$ cat src/rtl/pea_pkg.sv
// Shared definitions for the 1x1 PE array: geometry constants, feeder FSM
// states, the feeder pipeline tag and the array accumulator type.
package pea_pkg;

  localparam int COL    = 8;
  localparam int PE_LAT = 2;
  localparam int CH_W   = 8;

  typedef enum logic [2:0] {
    IDLE,
    CHECK,
    RUN,
    DRAIN,
    DONE
  } feeder_state_e;

  // Travels alongside each issued (oc, ic) product until it reaches the psum buffer.
  typedef struct packed {
    logic valid;
    logic last_ic;
    logic last_oc;
  } tag_t;

  typedef logic signed [23:0] sum_t;

endpackage

$ cat src/rtl/pea_1x1_feeder_if.sv
// Read bus between the feeder and the IFM / weight buffers.
// Both buffers return data one cycle after the request.
interface pea_1x1_feeder_if #(
  parameter int IFM_WIDTH  = 64,
  parameter int WGT_WIDTH  = 8,
  parameter int IFM_AWIDTH = 8,
  parameter int WGT_AWIDTH = 16
) ();

  logic                  ifm_req;
  logic [IFM_AWIDTH-1:0] ifm_addr;
  logic [IFM_WIDTH-1:0]  ifm_rdata;
  logic                  wgt_req;
  logic [WGT_AWIDTH-1:0] wgt_addr;
  logic [WGT_WIDTH-1:0]  wgt_rdata;

  modport master (
    output ifm_req, ifm_addr, wgt_req, wgt_addr,
    input  ifm_rdata, wgt_rdata
  );

  modport slave (
    input  ifm_req, ifm_addr, wgt_req, wgt_addr,
    output ifm_rdata, wgt_rdata
  );

endinterface

$ cat src/rtl/pea_feeder_dly.sv
// Fixed-depth shift register that delays the feeder's per-issue tag so it
// lines up with the product leaving the PE pipeline.
module pea_feeder_dly #(
  parameter int DEPTH = 3,
  parameter int WIDTH = 3
) (
  input  logic             clk,
  input  logic             rstn,
  input  logic [WIDTH-1:0] d,
  output logic [WIDTH-1:0] q
);

  logic [WIDTH-1:0] pipe [DEPTH];

  // NOTE: unlike a data memory, every stage holds control tags, so all stages are
  // reset; otherwise a stale valid could emerge after a mid-tile reset.
  always_ff @(posedge clk or negedge rstn) begin
    if (!rstn) begin
      for (int i = 0; i < DEPTH; i++) pipe[i] <= '0;
    end else begin
      pipe[0] <= d;
      for (int i = 1; i < DEPTH; i++) pipe[i] <= pipe[i-1];
    end
  end

  assign q = pipe[DEPTH-1];

endmodule

$ cat src/rtl/pea_1x1_feeder.sv
// Sequencer/feeder for the 1x1 PE array: walks oc/ic for one tile, reads the
// buffers and tags products. Define PEA_FEEDER_PERF_EN for busy/stall counters.
module pea_1x1_feeder #(
  parameter int COL        = pea_pkg::COL,
  parameter int IFM_WIDTH  = COL * 8,
  parameter int WGT_WIDTH  = 8,
  parameter int CH_W       = pea_pkg::CH_W,
  parameter int IFM_AWIDTH = 8,
  parameter int WGT_AWIDTH = 16,
  parameter int PE_LAT     = pea_pkg::PE_LAT
) (
  input  logic                   clk,
  input  logic                   rstn,
  input  logic                   start,
  input  logic [CH_W-1:0]        cfg_ic,
  input  logic [CH_W-1:0]        cfg_oc,
  input  logic [$clog2(COL):0]   cfg_cols,
  input  logic                   cfg_stride,
  input  logic                   ofm_ready,
  output logic                   busy,
  output logic                   done,
  pea_1x1_feeder_if.master       mem_bus,
  output logic                   stride,
  output logic                   ifm_read,
  output logic                   wgt_read,
  output logic [IFM_WIDTH-1:0]   ifm_group,
  output logic [WGT_WIDTH-1:0]   wgt_group,
  output logic [COL-1:0]         pvalid,
  output logic                   ic_done,
  output logic                   oc_done
`ifdef PEA_FEEDER_PERF_EN
  ,
  output logic [31:0]            perf_busy_cyc,
  output logic [31:0]            perf_stall_cyc
`endif
);

  import pea_pkg::*;

  localparam int DCW = $clog2(PE_LAT + 2);

  feeder_state_e         state_q, state_d;
  logic [CH_W-1:0]       cfg_ic_q, cfg_oc_q;
  logic [CH_W-1:0]       ic_q, oc_q;
  logic [COL-1:0]        cols_mask_d, cols_mask_q;
  logic                  stride_q;
  logic [WGT_AWIDTH-1:0] wgt_base_q;
  logic [DCW-1:0]        drain_q;
  logic                  rd_q;
  logic                  issue, last_ic, last_oc;
  tag_t                  tag_in, tag_out;

  assign issue   = (state_q == RUN);
  assign last_ic = (ic_q == cfg_ic_q);
  assign last_oc = (oc_q == cfg_oc_q);

  // A column count of zero means a full-width tile.
  always_comb begin
    cols_mask_d = '0;
    for (int i = 0; i < COL; i++)
      cols_mask_d[i] = (cfg_cols == '0) || (i < int'(cfg_cols));
  end

  always_ff @(posedge clk or negedge rstn) begin
    if (!rstn) state_q <= IDLE;
    else       state_q <= state_d;
  end

  // NOTE: state_d takes its current value before the case so every path assigns
  // it and no latch is inferred.
  always_comb begin
    state_d = state_q;
    case (state_q)
      IDLE:    if (start) state_d = CHECK;
      CHECK:   if (ofm_ready) state_d = RUN;
      RUN:     if (last_ic) state_d = last_oc ? DRAIN : CHECK;
      DRAIN:   if (drain_q == DCW'(PE_LAT)) state_d = DONE;
      DONE:    state_d = IDLE;
      default: state_d = IDLE;
    endcase
  end

  // NOTE: non-blocking assignments here let every register sample the pre-edge
  // values of the others, independent of statement order.
  always_ff @(posedge clk or negedge rstn) begin
    if (!rstn) begin
      cfg_ic_q    <= '0;
      cfg_oc_q    <= '0;
      cols_mask_q <= '0;
      stride_q    <= 1'b0;
      ic_q        <= '0;
      oc_q        <= '0;
      wgt_base_q  <= '0;
      drain_q     <= '0;
      rd_q        <= 1'b0;
    end else begin
      rd_q <= issue;
      case (state_q)
        IDLE: if (start) begin
          cfg_ic_q    <= cfg_ic;
          cfg_oc_q    <= cfg_oc;
          cols_mask_q <= cols_mask_d;
          stride_q    <= cfg_stride;
          ic_q        <= '0;
          oc_q        <= '0;
          wgt_base_q  <= '0;
          drain_q     <= '0;
        end
        RUN: begin
          if (last_ic) begin
            ic_q       <= '0;
            oc_q       <= oc_q + 1'b1;
            // Running base replaces oc*(cfg_ic+1).
            wgt_base_q <= wgt_base_q + WGT_AWIDTH'(cfg_ic_q) + WGT_AWIDTH'(1);
          end else begin
            ic_q <= ic_q + 1'b1;
          end
        end
        DRAIN: drain_q <= drain_q + 1'b1;
        default: ;
      endcase
    end
  end

  assign tag_in.valid   = issue;
  assign tag_in.last_ic = issue && last_ic;
  assign tag_in.last_oc = issue && last_ic && last_oc;

  pea_feeder_dly #(
    .DEPTH (PE_LAT + 1),
    .WIDTH ($bits(tag_t))
  ) u_dly (
    .clk  (clk),
    .rstn (rstn),
    .d    (tag_in),
    .q    (tag_out)
  );

  assign busy = (state_q != IDLE);
  assign done = (state_q == DONE);

  assign mem_bus.ifm_req  = issue;
  assign mem_bus.wgt_req  = issue;
  assign mem_bus.ifm_addr = issue ? IFM_AWIDTH'(ic_q) : '0;
  assign mem_bus.wgt_addr = issue ? wgt_base_q + WGT_AWIDTH'(ic_q) : '0;

  assign stride    = stride_q;
  assign ifm_read  = rd_q;
  assign wgt_read  = rd_q;
  assign ifm_group = rd_q ? mem_bus.ifm_rdata : '0;
  assign wgt_group = rd_q ? mem_bus.wgt_rdata : '0;

  assign pvalid  = tag_out.valid ? cols_mask_q : '0;
  assign ic_done = tag_out.last_ic;
  assign oc_done = tag_out.last_oc;

`ifdef PEA_FEEDER_PERF_EN
  always_ff @(posedge clk or negedge rstn) begin
    if (!rstn) begin
      perf_busy_cyc  <= '0;
      perf_stall_cyc <= '0;
    end else if (state_q == IDLE && start) begin
      perf_busy_cyc  <= '0;
      perf_stall_cyc <= '0;
    end else begin
      if (busy && perf_busy_cyc != '1)
        perf_busy_cyc <= perf_busy_cyc + 32'd1;
      if (state_q == CHECK && !ofm_ready && perf_stall_cyc != '1)
        perf_stall_cyc <= perf_stall_cyc + 32'd1;
    end
  end
`endif

endmodule

$ cat src/flat_wrapper.sv
// flat-port wrapper written by rule: the top's interface ports become plain ports
module pea_1x1_feeder_flat import pea_pkg::*;
#(
  parameter int COL        = pea_pkg::COL,
  parameter int IFM_WIDTH  = COL * 8,
  parameter int WGT_WIDTH  = 8,
  parameter int CH_W       = pea_pkg::CH_W,
  parameter int IFM_AWIDTH = 8,
  parameter int WGT_AWIDTH = 16,
  parameter int PE_LAT     = pea_pkg::PE_LAT
)
  (clk, rstn, start, cfg_ic, cfg_oc, cfg_cols, cfg_stride, ofm_ready, busy, done, stride, ifm_read, wgt_read, ifm_group, wgt_group, pvalid, ic_done, oc_done, mem_bus_ifm_req, mem_bus_ifm_addr, mem_bus_wgt_req, mem_bus_wgt_addr, mem_bus_ifm_rdata, mem_bus_wgt_rdata);
  pea_1x1_feeder_if #(.IFM_WIDTH(IFM_WIDTH), .WGT_WIDTH(WGT_WIDTH), .IFM_AWIDTH(IFM_AWIDTH), .WGT_AWIDTH(WGT_AWIDTH)) mem_bus_i ();
  input  logic clk;
  input  logic rstn;
  input  logic start;
  input  logic [CH_W-1:0] cfg_ic;
  input  logic [CH_W-1:0] cfg_oc;
  input  logic [$clog2(COL):0] cfg_cols;
  input  logic cfg_stride;
  input  logic ofm_ready;
  output logic busy;
  output logic done;
  output logic stride;
  output logic ifm_read;
  output logic wgt_read;
  output logic [IFM_WIDTH-1:0] ifm_group;
  output logic [WGT_WIDTH-1:0] wgt_group;
  output logic [COL-1:0] pvalid;
  output logic ic_done;
  output logic oc_done;
  output wire logic [$bits(mem_bus_i.ifm_req)-1:0] mem_bus_ifm_req;
  output wire logic [$bits(mem_bus_i.ifm_addr)-1:0] mem_bus_ifm_addr;
  output wire logic [$bits(mem_bus_i.wgt_req)-1:0] mem_bus_wgt_req;
  output wire logic [$bits(mem_bus_i.wgt_addr)-1:0] mem_bus_wgt_addr;
  input wire logic [$bits(mem_bus_i.ifm_rdata)-1:0] mem_bus_ifm_rdata;
  input wire logic [$bits(mem_bus_i.wgt_rdata)-1:0] mem_bus_wgt_rdata;
  assign mem_bus_ifm_req = mem_bus_i.ifm_req;
  assign mem_bus_ifm_addr = mem_bus_i.ifm_addr;
  assign mem_bus_wgt_req = mem_bus_i.wgt_req;
  assign mem_bus_wgt_addr = mem_bus_i.wgt_addr;
  assign mem_bus_i.ifm_rdata = mem_bus_ifm_rdata;
  assign mem_bus_i.wgt_rdata = mem_bus_wgt_rdata;
  pea_1x1_feeder #(.COL(COL), .IFM_WIDTH(IFM_WIDTH), .WGT_WIDTH(WGT_WIDTH), .CH_W(CH_W), .IFM_AWIDTH(IFM_AWIDTH), .WGT_AWIDTH(WGT_AWIDTH), .PE_LAT(PE_LAT)) u_core (.clk(clk), .rstn(rstn), .start(start), .cfg_ic(cfg_ic), .cfg_oc(cfg_oc), .cfg_cols(cfg_cols), .cfg_stride(cfg_stride), .ofm_ready(ofm_ready), .busy(busy), .done(done), .mem_bus(mem_bus_i), .stride(stride), .ifm_read(ifm_read), .wgt_read(wgt_read), .ifm_group(ifm_group), .wgt_group(wgt_group), .pvalid(pvalid), .ic_done(ic_done), .oc_done(oc_done));
endmodule
$ cat config.mk
export PLATFORM = sky130hd
export DESIGN_NAME = pea_1x1_feeder_flat
export DESIGN_NICKNAME = d
export VERILOG_FILES = /design/src/rtl/pea_pkg.sv /design/src/rtl/pea_1x1_feeder_if.sv /design/src/rtl/pea_feeder_dly.sv /design/src/rtl/pea_1x1_feeder.sv /design/src/flat_wrapper.sv
export SDC_FILE = /design/constraint.sdc
export NUM_CORES = 1
export LEC_CHECK = 0
export CORE_ASPECT_RATIO = 0.6
export CORE_MARGIN = 1
export CORE_UTILIZATION = 43
export DETAILED_ROUTE_END_ITERATION = 16
export GPL_TIMING_DRIVEN = 0
export PLACE_DENSITY = 0.81
export SYNTH_ARGS = -nofsm -noshare
export SYNTH_HDL_FRONTEND = slang
export SYNTH_SLANG_ARGS = --single-unit
$ cat constraint.sdc
create_clock -name clk -period 2.7 [get_ports clk]
set_input_delay 0.27 -clock clk [delete_from_list [all_inputs] [get_ports clk]]
set_output_delay 0.27 -clock clk [all_outputs]
set_load 0.01 [all_outputs]
==> impl_results.md, run 1 <==
- Status: finished, violations left
- Failing checks: DRC, setup timing
- Routed Antenna Nets: 0
- Htree depth: 3
- Setup violators final: 1
- FF-to-FF Start: u_core.ic_q[5]
- DRT iter0 DRCs: 458
- Synthesis-stage register bit count: 71
- Fin. max-slew vios: 0
- Gr ovfl total: 0
- # nets final: 916
- Max cap viols: 0
- Max Clk Rate: 369 MHz
- Row cnt: 29
- WHS: 34.4 ps
- Reg-to-reg endpoint: u_core.wgt_base_q[14]
- GPL Wtd Cong: about 0.91
- CP peak stage delay: 390 ps
- Post-synthesis xor/xnor area fraction: 5.07%
- Reg clk slew, reported paths: around 60 ps
- Worst EP required: 2430 ps
- Width of the chip: approximately 140 um
- Leakage: 3.23 nW
- Distinct cell type count after synthesis: 54
- DR pass1 iterations: 11
- Vias in the first global route: about 5,000
- CP Max Fanout: 5
- Pwr Total: 0.00663 W
- Critical Path End Type: output pin
- Synth area leaders: dfrtp_1, and2_1, nand2_1, ha_1, a21oi_1
- Syn nets: 687
- Worst min path class: primary input to asynchronous set/reset pin
- Simple-gate share of the synthesized area: 32.4%
- Ant diodes: 0
- Yosys warnings: 0
- Fin worst setup slack: -10.1 ps
- Cell Area, Synth: about 4800 um2
- Sink Count: 71
- Total CTS buffers: 9
- WL per Instance: 17.4 um
- Final worst path period share: 100%
- Post-cts hold buffer count: 0
- Fin. Hold Viols: 0
- Share of Yosys cell area claimed by the top area cell type: 37.0%
- Tmin final: 2710 ps
- Synthesized area per cell: 8.47 um2
- Worst-Margin Slew: between 800 and 900 ps
- Vias per std cell: ~5.4
- First-pass GRT wire length: 25.9 mm
- Die Height: 83.9 um
- Post-synthesis adder-cell area fraction: 6.04%
- DRC viols: 12
- Clk_skew: about 7.8 ps
- Root Driver: clkbuf_16
- Complex-gate fraction of the synthesized area: 13.8%
- Fraction of registers with async set/reset: 100%
- Crit path DAT: between 2000 and 2500 ps
- Initial antenna violation count: 0
- Core area: 10,700 um2
- Die ar.: 11,600 um2
- Worst R2R Setup Slack: 230 ps
- Input/output buffers: around 210
- Reg2reg path depth: 7
- Setup crit start: u_core.wgt_base_q[0]
- Crit start category: flip-flop
- Post-synthesis mux area share: 1.87%
- Largest net degree at the start of global routing: 72
- Maximum clock path buffer count: 2
- RSZ-0062 raised after global routing: true
- Total global-route track usage: between 20% and 30%
- Synth area leader: dfrtp_1
- Area Growth Syn to Fin: 56.9%
- Power per cell area: 879 nW/um2
- Via count: 5,103
- Sequential area share after synthesis: 37.0%
- Critical path endpoint: mem_bus_wgt_addr[10]
- Post-synth top flop: dfrtp_1
- Layout cells sized above 1: under 10%
- # IOs: 210
- Fill cell count: 824
- Worst VDD drop: between 400 and 500 uV
- Initial core utilization: 44.9%
- Crit Path Class: flip-flop to output pin
- Slew headroom: 40.1%
- Clk_lat worst skew: 340 ps
- Mapped Cells: 568
- TritonCTS clock tree: yes
- Crit-path slowest cell: dfrtp_1
- Worst path cell trace: ha_4, inv_2, fa_2, nor2b_2, o21a_1, o21ai_4, buf_12, a2111o_1, o21ai_1, buf_2
- DPL Wire Length: 12.5 mm
- Final WL: 16.4 mm
- Largest family of logic cells by synthesized area: simple AND/OR/NAND/NOR gates
- Post-synth EDFFs: 0
[report_power, final]
group,switching [W],internal (W)
clock,0.000460,0.000716
sequential,0.000344,0.00137
combinational,0.00196,0.00178
[layer usage]
metal,part of all wire (%),GRT usage [%]
met5,0,0
met4,0.78,5.62
met3,8.5,7.00
met2,46,44.6
met1,45,40.4
[layout make-up]
cell class,count,area (um2),area share (%)
Buffer,27,151,2.01
Clock buffer,9,225,2.99
Clock inverter,7,70.1,0.929
Inverter,13,51.3,0.680
Multi-Input combinational cell,457,2950,39.1
Sequential cell,71,1780,23.6
Tap cell,139,174,2.31
Timing Repair Buffer,218,2140,28.3
[Yosys cell counts (4+ instances only)]
cell type,instances
o21ai_0,18
inv_1,12
o31ai_1,7
nor2_1,31
nand3_1,24
ha_1,20
xor2_1,18
o21a_1,4
nor3b_1,4
and3_1,8
nor3_1,12
nand4_1,7
a211oi_1,8
or2_2,6
a21oi_1,33
nor2b_1,5
a21o_1,5
and2_1,87
xnor2_1,8
mux2i_1,9
clkbuf_1,20
nand2b_1,7
a31oi_1,5
o211ai_1,6
nand2_1,86
or4_1,6
dfrtp_1,71
[through the flow]
step / setup slack [ps] / cell area (um2) / TNS, ps / std cells / util (%)
after floorplan: 478 / 4810 / 0 / 568 / -
after global placement: -1030 / 7070 / -76170 / 916 / 66.1
after detailed placement: -422 / 7070 / -4450 / 916 / 66.1
after CTS: -19.1 / 7510 / -19.1 / 938 / 70.2
after global routing: -95.1 / 7540 / -171 / 941 / 70.5
final: -10.1 / 7540 / -10.1 / 941 / 70.5
[sequential cells by signal, summed over array words and instances, names as in the netlist, 2 cells and up]
| name | count |
|---|---|
| u_core.cfg_ic_q | 8 |
| u_core.cfg_oc_q | 8 |
| u_core.cols_mask_q | 8 |
| u_core.drain_q | 2 |
| u_core.ic_q | 8 |
| u_core.oc_q | 8 |
| u_core.state_q | 3 |
| u_core.u_dly.pipe | 5 |
| u_core.u_dly.q | 3 |
| u_core.wgt_base_q | 16 |
[worst min-delay path by stage]
| stage | start | end | slack [ps] | depth (start not counted) |
|---|---|---|---|---|
| after CTS | rstn | u_core.drain_q[1] | 90 | 1 |
| after global routing | rstn | u_core.drain_q[1] | 130 | 1 |
| final | rstn | u_core.drain_q[1] | 30 | 1 |
| after detailed placement | u_core.u_dly.pipe[3] | u_core.u_dly.q[0] | 350 | 0 |
| after floorplan | rstn | u_core.cfg_ic_q[0] | -30 | 0 |
| after global placement | u_core.u_dly.pipe[6] | u_core.u_dly.pipe[3] | 330 | 0 |
[cell usage in the layout, fill, tap and decap left out, types with 4 or more instances in the layout]
| cell | count |
|---|---|
| mux2i_1 | 9 |
| xor2_1 | 18 |
| and3_1 | 8 |
| nor2b_1 | 4 |
| a211oi_1 | 6 |
| o211ai_1 | 6 |
| ha_1 | 16 |
| o31ai_1 | 7 |
| nor2_1 | 31 |
| nor3b_1 | 4 |
| nand4_1 | 7 |
| dlygate4sd2_1 | 5 |
| o21a_1 | 4 |
| o21ai_0 | 16 |
| a21o_1 | 5 |
| buf_2 | 5 |
| clkbuf_1 | 18 |
| xnor2_1 | 8 |
| dfrtp_1 | 66 |
| a31oi_1 | 5 |
| nand3_1 | 23 |
| nand2b_1 | 7 |
| nand2_1 | 86 |
| clkdlybuf4s50_1 | 195 |
| nor3_1 | 12 |
| or2_2 | 6 |
| dfrtp_2 | 5 |
| clkbuf_16 | 9 |
| a21oi_1 | 32 |
| inv_1 | 8 |
| and2_1 | 87 |
| or4_1 | 6 |
| buf_4 | 11 |
[logic make-up (layout without fill, tap and decap cells)]
logic type / count (synthesis) / in the layout
compound gates: 105 / 105
xor+xnor: 27 / 27
fa+ha+maj: 22 / 22
buf+inv: 40 / 274
flops: 71 / 71
mux: 9 / 9
simple gates: 294 / 294
[worst max-delay path, delay by kind of cell, from the launching register on]
kind	cells	cell delay (ps)
simple gates	1	130
buf+inv	3	330
fa+ha+maj	2	530
compound gates	4	730
flops	1	390
[repair_timing]
item / in CTS / in global routing
buffers inserted: 6 / 3
pin swaps: 5 / 6
endpoints found under the setup margin: 22 / 16
resized for setup: 59 / 10
Note: power is estimated with default switching activity, not from simulation.
==> inputs of run 2 (changes only) <==
--- a/config.mk
+++ b/config.mk
@@ -8,9 +8,11 @@
 export CORE_ASPECT_RATIO = 0.6
 export CORE_MARGIN = 1
 export CORE_UTILIZATION = 43
+export CTS_BUF_LIST = sky130_fd_sc_hd__clkbuf_8 sky130_fd_sc_hd__clkbuf_16
 export DETAILED_ROUTE_END_ITERATION = 16
 export GPL_TIMING_DRIVEN = 0
 export PLACE_DENSITY = 0.81
+export SETUP_SLACK_MARGIN = 0.4
 export SYNTH_ARGS = -nofsm -noshare
 export SYNTH_HDL_FRONTEND = slang
 export SYNTH_SLANG_ARGS = --single-unit
==> run 2 against run 1 <==
The flow finishes with violations (DRC). Routed wire length rose by 6.6%. Via count is 4.4% higher. Fmax is 4.2% higher. Design area up 4.2%. Combinational power rose by 12%. Sequential share of layout area shrank 0.93 points. First-iteration DRC count is 9.2% higher. Critical path depth decreased by 1. Clock power about the same. Die area stayed put. Critical path type unchanged. Critical endpoint unchanged. Largest power group unchanged.
==> impl_results.md, run 2 (synthesized netlist as in run 1, its figures left out) <==
- Sink Count: 71
- CP Max Fanout: 8
- Final WL: 17.4 mm
- Htree depth: 3
- DRC viols: 12
- Max cap viols: 0
- Area Growth Syn to Fin: 63.5%
- Worst VDD drop: 434 uV
- DR pass1 iterations: 11
- Worst-Margin Slew: ~900 ps
- Fin. max-slew vios: 0
- Routed Antenna Nets: 0
- Failing checks: DRC
- Crit path DAT: 2330 ps
- Max Clk Rate: between 300 and 400 MHz
- WL per Instance: 18.0 um
- Gr ovfl total: 0
- Max reg flops: 16
- FF/Latch Area: 1790 um2
- Place WS: -422 ps
- Tmin final: between 2000 and 3000 ps
- Worst min path class: primary input to asynchronous set/reset pin
- Crit Path Class: flip-flop to output pin
- RSZ-0062 raised after global routing: true
- Fill cell count: slightly below 800
- Reg clk slew, reported paths: around 60 ps
- Clk_skew: 8.67 ps
- Commonest cells after routing, fill and taps aside: clkdlybuf4s50_1, and2_1, nand2_1
- CP peak stage delay: 400 ps
- Area of the multi-input gates: 3060 um2
- Clk_lat worst skew: 340 ps
- Worst EP required: 2430 ps
- Initial core utilization: around 45%
- Total global-route track usage: about 30%
- Final worst path period share: a little under 100%
- Reg2reg path depth: 6
- Commonest non-fill, non-tap cell in the layout: clkdlybuf4s50_1
- # nets final: roughly 940
- Fin worst setup slack: 99.5 ps
- Row cnt: 29
- Ant diodes: 0
- Die Height: 83.9 um
- Via count: about 5,300
- Width of the chip: 139 um
- Maximum clock path buffer count: 2
- Leakage: 3.43 nW
- Vias in the first global route: 5,330
- Input/output buffers: 209
- Die ar.: 11,600 um2
- Post-cts hold buffer count: 0
- Setup TNS: 0 ps
- Vias per std cell: around 5.5
- Total CTS buffers: 9
- # IOs: 210
- Most flops, register: u_core.wgt_base_q
- Post-layout util: 73.5%
- Slew headroom: 40.1%
- First-pass GRT wire length: 27.4 mm
- GPL Wtd Cong: 0.913
- Core area: around 11,000 um2
- Crit start category: flip-flop
- Layout cells sized above 1: 17.2%
- DPL Wire Length: 12.5 mm
- WHS: between 40 and 50 ps
- Setup violators final: 0
- TritonCTS clock tree: yes
- Status: finished, violations left
- Crit-path slowest cell: dfrtp_2
- DRT iter0 DRCs: 500
- Power per cell area: 899 nW/um2
- Largest net degree at the start of global routing: around 70
- Initial antenna violation count: 0
- Critical Path End Type: output pin
- Fin. Hold Viols: 0
- Root Driver: clkbuf_16
- Worst path cell trace: ha_4, inv_2, fa_2, nor2b_2, o21a_1, o21ai_4, a2111o_1, o21ai_1, buf_2
==> run 2: cell types whose count changed in the layout (fill, tap and decap cells not counted), sizes merged <==
cell	before	now
buf	20	60
dlygate4sd2	5	10
dlymetal6s2s	1	0
clkbuf	32	25
clkdlybuf4s50	195	186
==> run 2: report_power, final <==
part | total (W) | internal, W | switching [W]
clock network | 0.00118 | 0.000716 | 0.000468
registers | 0.00171 | 0.00138 | 0.000332
logic | 0.00418 | 0.00204 | 0.00214
total | 0.00707 | 0.00413 | 0.00294
==> run 2: final cells by class <==
class,count,share of cell area [%]
repair buffers,246,29.4
plain buffers,27,2.28
multi-input cells,457,39.0
well taps,139,2.21
clock inverters,7,0.891
clock buffers,9,2.86
flip-flops and latches,71,22.7
inverters,13,0.652
==> run 2: through the flow <==
step                total power, W  cells  area (um2)
floorplan                  0.00362    568        4810
global placement           0.00512    916        7070
detailed placement         0.00524    916        7070
CTS                        0.00683    960        7720
global route               0.00748    969        7860
finish                     0.00707    969        7860
==> run 2: repair_timing <==
action,4_1_cts,5_1_grt
resized for setup,111,41
pin swaps,20,16
setup endpoints to repair,104,95
buffers inserted,28,9
==> run 2: layer usage <==
metal  wire (um)  track usage (%)
met2        8110             47.6
met1        7510             41.2
met4         274             7.05
met5           0                0
met3        1540             8.20
==> run 2: critical path: cells and delay by family (launching register included) <==
family,cells,cell delay [ps]
AOI/OAI and AO/OA,4,780
adders and majority gates,2,500
buffers and inverters,2,180
DFF,1,400
and+or+nand+nor,1,130
==> run 2: final timing paths <==
kind | from | to | slack (ps)
worst min register to register | u_core.u_dly.pipe[7] | u_core.u_dly.pipe[4] | 360
max in group asynchronous | rstn | u_core.wgt_base_q[1] | 1990
worst max register to register | u_core.wgt_base_q[2] | u_core.wgt_base_q[15] | 470
min in group clk | u_core.u_dly.pipe[7] | u_core.u_dly.pipe[4] | 360
worst max-delay path | u_core.ic_q[0] | mem_bus_wgt_addr[10] | 100
worst min-delay path | rstn | u_core.drain_q[1] | 50
==> inputs of run 3 (changes only) <==
--- a/config.mk
+++ b/config.mk
@@ -7,11 +7,11 @@
 export LEC_CHECK = 0
 export CORE_ASPECT_RATIO = 0.6
 export CORE_MARGIN = 1
-export CORE_UTILIZATION = 43
+export CORE_UTILIZATION = 35
 export CTS_BUF_LIST = sky130_fd_sc_hd__clkbuf_8 sky130_fd_sc_hd__clkbuf_16
 export DETAILED_ROUTE_END_ITERATION = 16
 export GPL_TIMING_DRIVEN = 0
-export PLACE_DENSITY = 0.81
+export PLACE_DENSITY = 0.68
 export SETUP_SLACK_MARGIN = 0.4
 export SYNTH_ARGS = -nofsm -noshare
 export SYNTH_HDL_FRONTEND = slang
==> run 3 against run 2 <==
The flow now finishes without violations. Clock skew fell by 3.7 ps. Clock power decreased by 8%. First-iteration DRC count fell by 8.6%. Design area shrank 0.14%. Combinational power decreased by 1%. Via count decreased by 3.1%. Power decreased by 1.7%. Highest routed layer unchanged.
==> impl_results.md, run 3 (synthesized netlist as in run 1, its figures left out) <==
- Status: complete, no violations
- Sink Count: 71
- Crit-path slowest cell: dfrtp_1
- Worst path top cell family by delay: compound AO/OA/AOI/OAI gates
- Slew headroom: between 30% and 40%
- Core area: 13,100 um2
- DR top layer: met4
- Die ar.: ~14,000 um2
- TritonCTS clock tree: yes
- Vias per std cell: 5.23
- # IOs: 210
- # nets final: around 930
- Leakage: 3.39 nW
- Most flops, register: u_core.wgt_base_q
- CP peak stage delay: 400 ps
- Input/output buffers: 209
- DRT iter0 DRCs: ~460
- Worst path cell trace: ha_4, inv_2, fa_2, nor2b_2, o21a_1, o21ai_4, a2111o_1, o21ai_1, buf_2
- Vias in the first global route: 4,827
- DR WL met2: 7.70 mm
- Die Height: 92.8 um
- Worst VDD drop: 438 uV
- Reg-to-reg endpoint: u_core.wgt_base_q[12]
- Maximum clock path buffer count: 2
- Layout cells sized above 1: 17.8%
- Clock power share: 15.6%
- WL per Instance: 18.3 um
- Gr ovfl total: 0
- DRC viols: 0
- Worst R2R Setup Slack: 390 ps
- Place WS: -473 ps
- Tmin final: between 2000 and 3000 ps
- Fin worst setup slack: 85.9 ps
- Worst min path class: primary input to asynchronous set/reset pin
- Max Clk Rate: between 300 and 400 MHz
- Inst Count DP: approximately 950
- Final cell count without fillers: ~990
- Row cnt: 32
- Htree depth: 3
- Ant diodes: 0
- Sw Share: 42.0%
- Initial core utilization: roughly 37%
- Initial antenna violation count: 0
- Crit path buf inv count: 2
- Routed Antenna Nets: 0
- DR pass1 iterations: 6
- Root Driver: clkbuf_16
- CP Max Fanout: 8
- Crit start category: flip-flop
- Post-layout util: 59.8%
- Final WL: 18.1 mm
- Reg clk slew, reported paths: approximately 60 ps
- Total CTS buffers: 9
- Total global-route track usage: 25.0%
- Crit Path Class: flip-flop to output pin
- Final worst path period share: 96.8%
- GPL Wtd Cong: just over 0.9
- Largest net degree at the start of global routing: 72
- Max cap viols: 0
- Fill cell count: 1,131
- Area of the multi-input gates: 3120 um2
- Area Growth Syn to Fin: 63.3%
- Reg2reg path depth: 11
- Cell internal pwr: 0.00403 W
- Worst EP required: 2430 ps
- Fin. max-slew vios: 0
- Width of the chip: 153 um
- First-pass GRT wire length: 27.1 mm
- Clk_skew: 4.92 ps
- Flop pwr share: around a quarter
- Setup violators final: 0
- Post-cts hold buffer count: 0
- Via count: 5,165
- Met3 wire len: 1.24 mm
- Worst-Margin Slew: 919 ps
- FF-to-FF Start: u_core.wgt_base_q[0]
- Max reg flops: 16
- Setup crit start: u_core.wgt_base_q[0]
- DPL Wire Length: around 13 mm
- Comb power frac: 59.4%
- Commonest cells after routing, fill and taps aside: clkdlybuf4s50_1, nand2_1, and2_1
- Sw power: around 0.003 W
- Power per cell area: around 890 nW/um2
- Commonest non-fill, non-tap cell in the layout: clkdlybuf4s50_1
- Critical Path End Type: output pin
- Crit path DAT: 2340 ps
- Clk_lat worst skew: 340 ps
- FF/Latch Area: 1790 um2
- Fin. Hold Viols: 0
- RSZ-0062 raised after global routing: true
- Pwr Total: approximately 0.007 W
- Post-Route M1 WL: about 9 mm
[run 3: how the worst max path moves through the flow]
stage | endpoint | slack [ps] | cells after the start
after CTS | mem_bus_wgt_addr[10] | 20 | 9
after global placement | u_core.wgt_base_q[10] | -1100 | 1
after floorplan | mem_bus_wgt_addr[6] | 480 | 8
after global routing | mem_bus_wgt_addr[10] | -50 | 9
after detailed placement | mem_bus_wgt_addr[6] | -470 | 8
final | mem_bus_wgt_addr[10] | 90 | 9
[run 3: routing by layer]
layer / up-vias / GRT usage [%]
li1: 2457 / -
met1: 2459 / 38.9
met2: 228 / 34.9
met3: 21 / 4.91
met4: 0 / 5.22
met5: - / 0
[run 3: metrics by stage]
stage                     hold slack (ps)  TNS (ps)  cell area [um2]
after floorplan                     -25.6         0             4810
after global placement                333    -81970             7110
after detailed placement              339     -5080             7110
after CTS                             103         0             7610
after global routing                  143     -72.5             7850
final                                65.8         0             7850
[run 3: cell type report]
cell class / count / area share, %
Multi-Input combinational cell: 457 / 39.8
Timing Repair Buffer: 235 / 28.2
Sequential cell: 71 / 22.8
Clock buffer: 10 / 3.04
Tap cell: 170 / 2.71
Buffer: 27 / 2.44
Inverter: 13 / 0.653
Clock inverter: 5 / 0.351
[run 3: timing repair]
action | 4_1_cts | 5_1_grt
setup endpoints to repair | 100 | 89
setup buffers | 13 | 13
gates resized for setup | 117 | 55
pin swaps | 14 | 30
[run 3: power groups by stage]
stage	registers, W	logic, W	clock network [W]
floorplan	0.00160	0.00201	0
global placement	0.00173	0.00346	0
detailed placement	0.00173	0.00353	0
CTS	0.00173	0.00384	0.00110
global route	0.00178	0.00446	0.00114
finish	0.00174	0.00413	0.00108
